File: config.mk
export PLATFORM = sky130hd
export DESIGN_NAME = wr_burst_drain
export DESIGN_NICKNAME = d
export VERILOG_FILES = /design/src/rtl/wr_burst_drain_pkg.sv /design/src/rtl/wr_burst_buf.sv /design/src/rtl/wr_burst_drain.sv
export SDC_FILE = /design/constraint.sdc
export NUM_CORES = 1
export LEC_CHECK = 0
export BUFFER_PORTS_ARGS = -buffer_cell sky130_fd_sc_hd__buf_2
export CAP_MARGIN = 5
export CELL_PAD_IN_SITES_DETAIL_PLACEMENT = 0
export CELL_PAD_IN_SITES_GLOBAL_PLACEMENT = 1
export CORE_MARGIN = 2
export CORE_UTILIZATION = 41
export CTS_CLUSTER_SIZE = 30
export DETAILED_ROUTE_END_ITERATION = 10
export GPL_TIMING_DRIVEN = 1
export HOLD_SLACK_MARGIN = 0.03
export PLACE_DENSITY_LB_ADDON = 0.1
export SLEW_MARGIN = 20
export SYNTH_ARGS = -nofsm -noshare
export SYNTH_HDL_FRONTEND = slang
export SYNTH_SLANG_ARGS = --single-unit
File: constraint.sdc
create_clock -name clk -period 5.8 [get_ports clk]
set_input_delay 0 -clock clk [delete_from_list [all_inputs] [get_ports clk]]
set_output_delay 0 -clock clk [all_outputs]
set_load 0.05 [all_outputs]
File: src/rtl/wr_burst_drain_pkg.sv
// Shared definitions for the write-burst drain stage: FIFO entry layout,
// buffered beat payload and FSM state encoding.
package wr_burst_drain_pkg;

  localparam int unsigned DATA_W   = 32;
  localparam int unsigned BE_W     = 4;
  localparam int unsigned BEAT_W   = DATA_W + BE_W;
  localparam int unsigned DATA_LSB = 0;
  localparam int unsigned ADDR_LSB = DATA_W;

  // Byte enables sit above the address field, so their offset depends on AW.
  function automatic int unsigned be_lsb(int unsigned aw);
    return ADDR_LSB + aw;
  endfunction

  function automatic int unsigned entry_w(int unsigned aw);
    return BE_W + aw + DATA_W;
  endfunction

  typedef enum logic [1:0] {
    ST_IDLE    = 2'd0,
    ST_COLLECT = 2'd1,
    ST_ISSUE   = 2'd2
  } state_t;

  typedef struct packed {
    logic [BE_W-1:0]   be;
    logic [DATA_W-1:0] data;
  } beat_t;

endpackage

File: src/rtl/wr_burst_buf.sv
// Register buffer holding the beats of the burst being gathered;
// synchronous indexed write, asynchronous indexed read.
module wr_burst_buf
  import wr_burst_drain_pkg::*;
#(
  parameter int unsigned DEPTH = 4,
  parameter int unsigned IDX_W = 2
) (
  input  logic              clk,
  input  logic              wr_en,
  input  logic [IDX_W-1:0]  wr_idx,
  input  logic [BEAT_W-1:0] wr_data,
  input  logic [IDX_W-1:0]  rd_idx,
  output logic [BEAT_W-1:0] rd_data
);

  logic [BEAT_W-1:0] mem [DEPTH];

  always_ff @(posedge clk) begin
    if (wr_en) mem[wr_idx] <= wr_data;
  end

  assign rd_data = mem[rd_idx];

endmodule

File: src/rtl/wr_burst_drain.sv
// Pops CPU write-FIFO entries, gathers runs of consecutive word addresses
// and issues each run as one Avalon-MM write burst.
module wr_burst_drain
  import wr_burst_drain_pkg::*;
#(
  parameter int unsigned AW        = 30,
  parameter int unsigned MAX_BURST = 4,
  parameter int unsigned TIMEOUT   = 3
) (
  input  logic                   clk,
  input  logic                   rst,
  input  logic [entry_w(AW)-1:0] fifo_q,
  input  logic                   fifo_empty,
  output logic                   fifo_rdreq,
  input  logic                   flush,
  output logic                   drained,
  output logic [AW-1:0]          avm_address,
  output logic [31:0]            avm_writedata,
  output logic [3:0]             avm_byteenable,
  output logic [3:0]             avm_burstcount,
  output logic                   avm_write,
  input  logic                   avm_waitrequest
);

  localparam int unsigned IDX_W  = (MAX_BURST > 1) ? $clog2(MAX_BURST) : 1;
  localparam int unsigned CNT_W  = 4;
  localparam int unsigned IDLE_W = (TIMEOUT > 0) ? $clog2(TIMEOUT + 1) : 1;
  localparam int unsigned BE_POS = be_lsb(AW);

  state_t            state, state_nxt;
  logic [AW-1:0]     base, base_nxt;
  logic [CNT_W-1:0]  count, count_nxt;
  logic [CNT_W-1:0]  beat, beat_nxt;
  logic [IDLE_W-1:0] idle_cnt, idle_nxt;

  logic [AW-1:0]     head_addr;
  beat_t             head_beat;
  beat_t             rd_beat;
  logic [AW-1:0]     next_addr;
  logic              full;
  logic              boundary;
  logic [CNT_W-1:0]  last_beat;
  logic              buf_we;
  logic [IDX_W-1:0]  buf_widx;

  assign head_addr = fifo_q[ADDR_LSB +: AW];
  assign head_beat = {fifo_q[BE_POS +: BE_W], fifo_q[DATA_LSB +: DATA_W]};

  // Address wrap needs no special case: the alignment check closes the
  // burst before it could cross a MAX_BURST-aligned boundary.
  assign next_addr = base + AW'(count);
  assign boundary  = (next_addr & AW'(MAX_BURST - 1)) == '0;
  assign full      = (count == CNT_W'(MAX_BURST));
  assign last_beat = count - CNT_W'(1);

  wr_burst_buf #(
    .DEPTH (MAX_BURST),
    .IDX_W (IDX_W)
  ) u_buf (
    .clk     (clk),
    .wr_en   (buf_we),
    .wr_idx  (buf_widx),
    .wr_data (head_beat),
    .rd_idx  (beat[IDX_W-1:0]),
    .rd_data (rd_beat)
  );

  always_ff @(posedge clk) begin
    if (rst) begin
      state    <= ST_IDLE;
      base     <= '0;
      count    <= '0;
      beat     <= '0;
      idle_cnt <= '0;
    end else begin
      state    <= state_nxt;
      base     <= base_nxt;
      count    <= count_nxt;
      beat     <= beat_nxt;
      idle_cnt <= idle_nxt;
    end
  end

  always_comb begin
    state_nxt  = state;
    base_nxt   = base;
    count_nxt  = count;
    beat_nxt   = beat;
    idle_nxt   = idle_cnt;
    fifo_rdreq = 1'b0;
    buf_we     = 1'b0;
    buf_widx   = '0;
    case (state)
      ST_IDLE: begin
        if (!fifo_empty) begin
          fifo_rdreq = 1'b1;
          buf_we     = 1'b1;
          base_nxt   = head_addr;
          count_nxt  = CNT_W'(1);
          idle_nxt   = '0;
          state_nxt  = ST_COLLECT;
        end
      end
      ST_COLLECT: begin
        if (flush || full || boundary) begin
          state_nxt = ST_ISSUE;
        end else if (!fifo_empty) begin
          // A non-consecutive head stays in the FIFO to open the next burst.
          if (head_addr == next_addr) begin
            fifo_rdreq = 1'b1;
            buf_we     = 1'b1;
            buf_widx   = count[IDX_W-1:0];
            count_nxt  = count + CNT_W'(1);
            idle_nxt   = '0;
          end else begin
            state_nxt = ST_ISSUE;
          end
        end else begin
          idle_nxt = idle_cnt + IDLE_W'(1);
          if (idle_nxt == IDLE_W'(TIMEOUT)) state_nxt = ST_ISSUE;
        end
      end
      ST_ISSUE: begin
        if (!avm_waitrequest) begin
          if (beat == last_beat) begin
            beat_nxt  = '0;
            state_nxt = ST_IDLE;
          end else begin
            beat_nxt = beat + CNT_W'(1);
          end
        end
      end
      default: state_nxt = ST_IDLE;
    endcase
  end

  // Bus outputs come only from registered state and the buffer, gated to zero outside ISSUE.
  assign avm_write      = (state == ST_ISSUE);
  assign avm_address    = avm_write ? base : '0;
  assign avm_burstcount = avm_write ? count : '0;
  assign avm_writedata  = avm_write ? rd_beat.data : '0;
  assign avm_byteenable = avm_write ? rd_beat.be : '0;
  assign drained        = (state == ST_IDLE) && fifo_empty;

endmodule

# Word-level counts from Yosys, hierarchy flattened
# Memories as Yosys holds them, arrays and structs flattened. A register that Yosys moved wholly into a read port is not among the register bits.
# Cells that the tools add are included.
[op_classes] add_sub_neg=5 mul=0 div_mod_pow=0 order_cmp=0 n_eq_ne=15 n_shift=0 muxes=36 bitwise_logic=2 reduce_logical=11
[ops] op="$mux 2" n=17
[ops] op="$mux 32" n=1
[ops] op="$add 30x4->30" n=1
[ops] op="$eq 30x30->1" n=1
[ops] op="$logic_not 30->1" n=1
[ops] op="$mux 30" n=1
[ops] op="$mux 4" n=7
[ops] op="$ne 2x2->1 const B" n=5
[ops] op="$reduce_and 5->1" n=2
[ops] op="$add 4x1->4 const B" n=2
[ops] op="$ne 4x4->1 const B" n=2
[ops] op="$pmux 4 s2" n=1
[ops] op="$mux 1" n=6
[ops] op="$pmux 2 s3" n=1
[ops] op="$eq 2x2->1 const B" n=2
[ops] op="$eq 4x3->1 const B" n=1
[ops] op="$eq 4x4->1" n=1
[ops] op="$pmux 2 s2" n=1
[ops] op="$reduce_and 2->1" n=2
[ops] op="$reduce_and 4->1" n=1
[ops] op="$sub 4x1->4 const B" n=1
[ops] op="$ne 3x3->1 const B" n=1
[ops] op="$add 2x1->2 const B" n=1
[ops] op="$eq 2x1->1 const B" n=1
[ops] op="7 further kinds" n=9
[totals] reg_bits=42 latch_bits=0 ramBits=144 mem_bits_ro=0 word_cells=75 memories=1
[memory_table] memory="u_buf.mem" words=4 word_bits=36 read_ports=1 rd_clocked_by_memory_dff=1 write_ports=1 line="wr_burst_buf.sv:17" rtl="logic [BEAT_W-1:0] mem [DEPTH];"

# Logic depth before layout (Yosys ltp)
[depth] depth_word=8 depth_mapped=13 depth_no_buf=12

# Cells and area by module
# From an unflattened synthesis, not the netlist that was laid out.
[unflattened] hier_cells=728 area_unflattened_um2=9117.5
[modules_own_cells] module="wr_burst_buf" n_inst=1 cells_each=192 area_each_um2=5280.1
[modules_own_cells] module="wr_burst_drain" n_inst=1 cells_each=536 area_each_um2=3837.4

# Worst setup path after synthesis
# OpenSTA, ideal clock, no wires.
[synth_timing] path_kind="reg2reg" from="reg count[0]" to="mem u_buf.mem[1][0] (netlist bit) (enable)" t_arrival_ns=5.191 path_slack_ns=0.135 stages_incl_launch_ff=14 synth_period_minus_slack_ns=5.665 path_cell_list="dfxtp_1 -> ha_1 -> inv_1 -> fa_1 -> nand2b_1 -> a21o_1 -> buf_6 -> o31ai_1 -> nand4_1 -> nor4_1 -> nand4_1 -> nor3_4 -> nand2_1 -> nor3_1"
[synth_between] elab_chain_cells=8
[synth_lines] element="start, declared" line="wr_burst_drain.sv:32" rtl="logic [CNT_W-1:0] count, count_nxt;"
[synth_lines] element="start signal, assigned" line="wr_burst_drain.sv:78" rtl="count <= count_nxt;"
[synth_lines] element="$add 30x4->30" line="wr_burst_drain.sv:51" rtl="assign next_addr = base + AW'(count);"
[synth_lines] element="$eq 30x30->1" line="wr_burst_drain.sv:109" rtl="if (head_addr == next_addr) begin"
[synth_lines] element="$mux 1" line="wr_burst_drain.sv:109"
[synth_lines] element="$mux 1" line="wr_burst_drain.sv:107" rtl="end else if (!fifo_empty) begin"
[synth_lines] element="$mux 1" line="wr_burst_drain.sv:105" rtl="if (flush || full || boundary) begin"
[synth_lines] element="$pmux 1 s2" line="wr_burst_drain.sv:93" rtl="case (state)"
[synth_lines] element="$mux 1" line="wr_burst_buf.sv:20" rtl="if (wr_en) mem[wr_idx] <= wr_data;"
[synth_lines] element="$mux 1 (not written as such)" line="wr_burst_buf.sv:20"
[synth_lines] element="end, declared" line="wr_burst_buf.sv:17"
# Several ways; a longest one is shown, not always the timed one.

# Worst setup path in the final report
[layout_timing] from="reg count[0]" to="mem u_buf.mem[0][12] (netlist bit) (enable)"
# The elaborated chain is that of the path after synthesis.

==> results.yml <==
outcome:
  status: "finished clean"
sta:
  max_slew_margin_pct: 33.3
  post-route-period-util_pct: 78.1
  setup_viol: 0
  drv_slew: 0
  hold_viol_final: 0
  rsz0062_at_grt: "no"
  tns_ns: 0
  worst_pin_slew_ns: 1.00
  max_freq_mhz: 221
  finClkSkew_ns: 0.0123
  period_minus_slack_ns: 4.53
power:
  power_density_nw_per_um2: 275
  ir_worst_vdd_uv: 192
  combPwrFrac_pct: 12.4
  p_int_w: 0.00223
  leakagePower_nw: 4.12
  pwr-share-seq_pct: 49.5
  p_clk_share_pct: 38.1
  power_switching_w: 0.000853
  switching_share_pct: 27.7
die:
  coreArea_um2: 21200
  die_area_um2: 23000
  ios: 144
  rows: 53
  die_h_um: 151
  die_x_um: 151
  start_util_pct: 42.2
route:
  firstDrtPassIters: 5
  postRouteAntennaNets: 0
  vias: 6285
  drc: 0
  wl_per_cell_um: 18.2
  via_per_inst: 5.25
  wl_um: 21800
  drtIter0Drc: 355
place:
  io_buffers: 143
  gp_congestion: 0.843
  numPlacedInstances: 1094
  dp_hpwl_um: 14600
critical_path:
  cp_cell_sequence: "ha_1 -> inv_1 -> fa_1 -> nand2b_1 -> a21o_1 -> o31ai_1 -> nand4_1 -> nor4_1 -> nand4_1 -> nor3_4 -> o21ai_0 -> a31oi_4 -> buf_4"
  path_class: "flip-flop to flip-flop"
  path_delay_family: "simple AND/OR/NAND/NOR gates"
  crit_buf_inv: 2
  start_kind: "flip-flop"
  worst_setup_path_end_kind: "flip-flop"
  critPathMaxStageDelay_ns: 0.53
  cp_max_fo: 31
  cp_slowest_cell: "dfxtp_1"
  arrival_ns: 4.61
  cp_data_required_time_ns: 5.88
  cpMostUsedCell: "nand4_1"
global_route:
  track_usage_pct: 19.5
  antenna_found_initial: 1
  grt_pass1_vias: 6388
  gr-total-overflow: 0
  grt_pass1_wl_um: 34000
  grt_start_max_net_pins: 45
clock_network:
  holdBufCountCts: 69
  post_cts_resized: 0
  clk_path_buf_depth: 2
  numClockSinks: 188
  h-tree-depth: 4
  cts_tree: "done"
  clockRootBuffer: "clkbuf_16"
  post-cts-setup-buffers: 0
  cts.clk_slew.worst_paths_ns: 0.07
  clk_latency_ns: 0.44
  numCtsBuffers: 17
synthesis:
  ys_warn_count: 0
  yosysTopAreaCell: "edfxtp_1"
  netlist_top_cells_count: "144 x edfxtp_1, 89 x nand2_1, 64 x and2_1"
  ys_ff_latch: 188
  yosysMostFrequentCell: "edfxtp_1"
  ys_types: 62
  syn_avg_cell_area_um2: 12.6
  yosysTopAreaCellShare_pct: 48.5
  ys.flop_type: "edfxtp_1"
  synth_edf_count: 144
  synth_seq_area_share_pct: 58.4
  syn_nets: 790
  yosys-top-cells-area: "edfxtp_1 48%, dfxtp_1 9.9%, mux4_2 9.1%, and2_1 4.5%, nand2_1 3.7%"
  async_reset_ff_share_pct: 0
  netlist_instances: 710
  netlist_area_um2: 8920
cells_and_area:
  multi_input_area_um2: 3500
  nNetsFinal: 987
  regArea_um2: 5210
  drive_above_1_share_pct: 26.1
  num-fill-cells: 1849
  final_cells: 1197
  area_delta_synth_final_pct: 25.4
hold_path:
  hold_class: "input pin to flip-flop"
run:
  cap_violations: 0
==> logic make-up after synthesis <==
group                      Yosys count  share of synthesized area (%)
AOI/OAI and AO/OA                   95                           6.86
DFF                                188                           58.4
muxes                               44                           10.0
adders and majority gates            9                           1.35
and+or+nand+nor                    274                           16.5
buffers and inverters               58                           2.74
xor gates and xnor gates            42                           4.12
==> registers in the layout, indices dropped and copies added, names as in the netlist, named ones only <==
signal and count:
u_buf.mem 144, base 30, beat 4, count 4
idle_cnt 2, state 2
==> path summary, 6_finish.rpt <==
path / start / endpoint / slack (ns) / cells past startpoint
setup / recovery: count[0] / u_buf.mem[0][12] / 1.27 / 13
hold reg to reg: idle_cnt[1] / idle_cnt[1] / 0.47 / 2
hold / removal: flush / state[0] / 0.11 / 5
setup reg to reg: count[0] / u_buf.mem[0][12] / 1.27 / 13
==> routing by layer <==
| metal | part of all wire (%) | global-route usage (%) |
|---|---|---|
| met5 | 0 | 0 |
| met4 | 1.1 | 5.14 |
| met1 | 45 | 25.4 |
| met3 | 4.5 | 4.04 |
| met2 | 50 | 33.4 |
==> power by group through the flow <==
stage	Clock, W	Sequential (W)	Combinational [W]
after global placement	0	0.00155	0.000345
after global routing	0.00125	0.00153	0.000416
after CTS	0.00121	0.00153	0.000386
final	0.00117	0.00153	0.000382
after floorplan	0	0.00154	0.000249
after detailed placement	0	0.00156	0.000348
==> cell type report <==
class,instances,area share [%]
clock inverters,15,1.59
flip-flops and latches,188,46.6
well taps,275,3.08
repair buffers,219,13.0
diodes,2,0.0448
multi-input cells,464,31.3
clock buffers,17,3.80
inverters,17,0.571
==> stage by stage <==
| step | instance area, um2 | worst slack [ns] | total power [W] | util, % | hold WS, ns |
|---|---|---|---|---|---|
| final | 11200 | 1.27 | 0.00308 | 52.9 | 0.112 |
| after global routing | 11200 | 0.896 | 0.00320 | 52.9 | 0.109 |
| after CTS | 11200 | 1.22 | 0.00312 | 52.8 | 0.0887 |
| after detailed placement | 9880 | 1.23 | 0.00191 | 46.7 | 0.220 |
| after global placement | 9880 | 1.37 | 0.00190 | 46.7 | 0.213 |
| after floorplan | 8920 | 0.135 | 0.00178 | - | 0.0989 |
==> tightest hold or removal path, delay by kind of cell <==
family,cells,cell delay (ns)
simple gates,2,0.26
compound gates,2,0.13
buf+inv,1,0.10
==> cells in the final DEF, fill, tap and decap left out, drive strengths merged, types with 4 or more instances in the layout <==
| cell type | n |
|---|---|
| dfxtp | 44 |
| o21ai | 12 |
| a21oi | 45 |
| mux4 | 36 |
| nor3 | 13 |
| nor3b | 6 |
| a31oi | 4 |
| and3 | 6 |
| clkbuf | 17 |
| edfxtp | 144 |
| xor2 | 21 |
| and2 | 64 |
| and4 | 6 |
| ha | 8 |
| nor2 | 28 |
| inv | 24 |
| a211oi | 5 |
| nand4 | 17 |
| clkinv | 8 |
| nand2 | 89 |
| dlygate4sd3 | 69 |
| nand3 | 17 |
| nor2b | 4 |
| mux2i | 4 |
| mux2 | 4 |
| nor4 | 11 |
| xnor2 | 21 |
| buf | 150 |
Power figures use the tool's default switching activity.
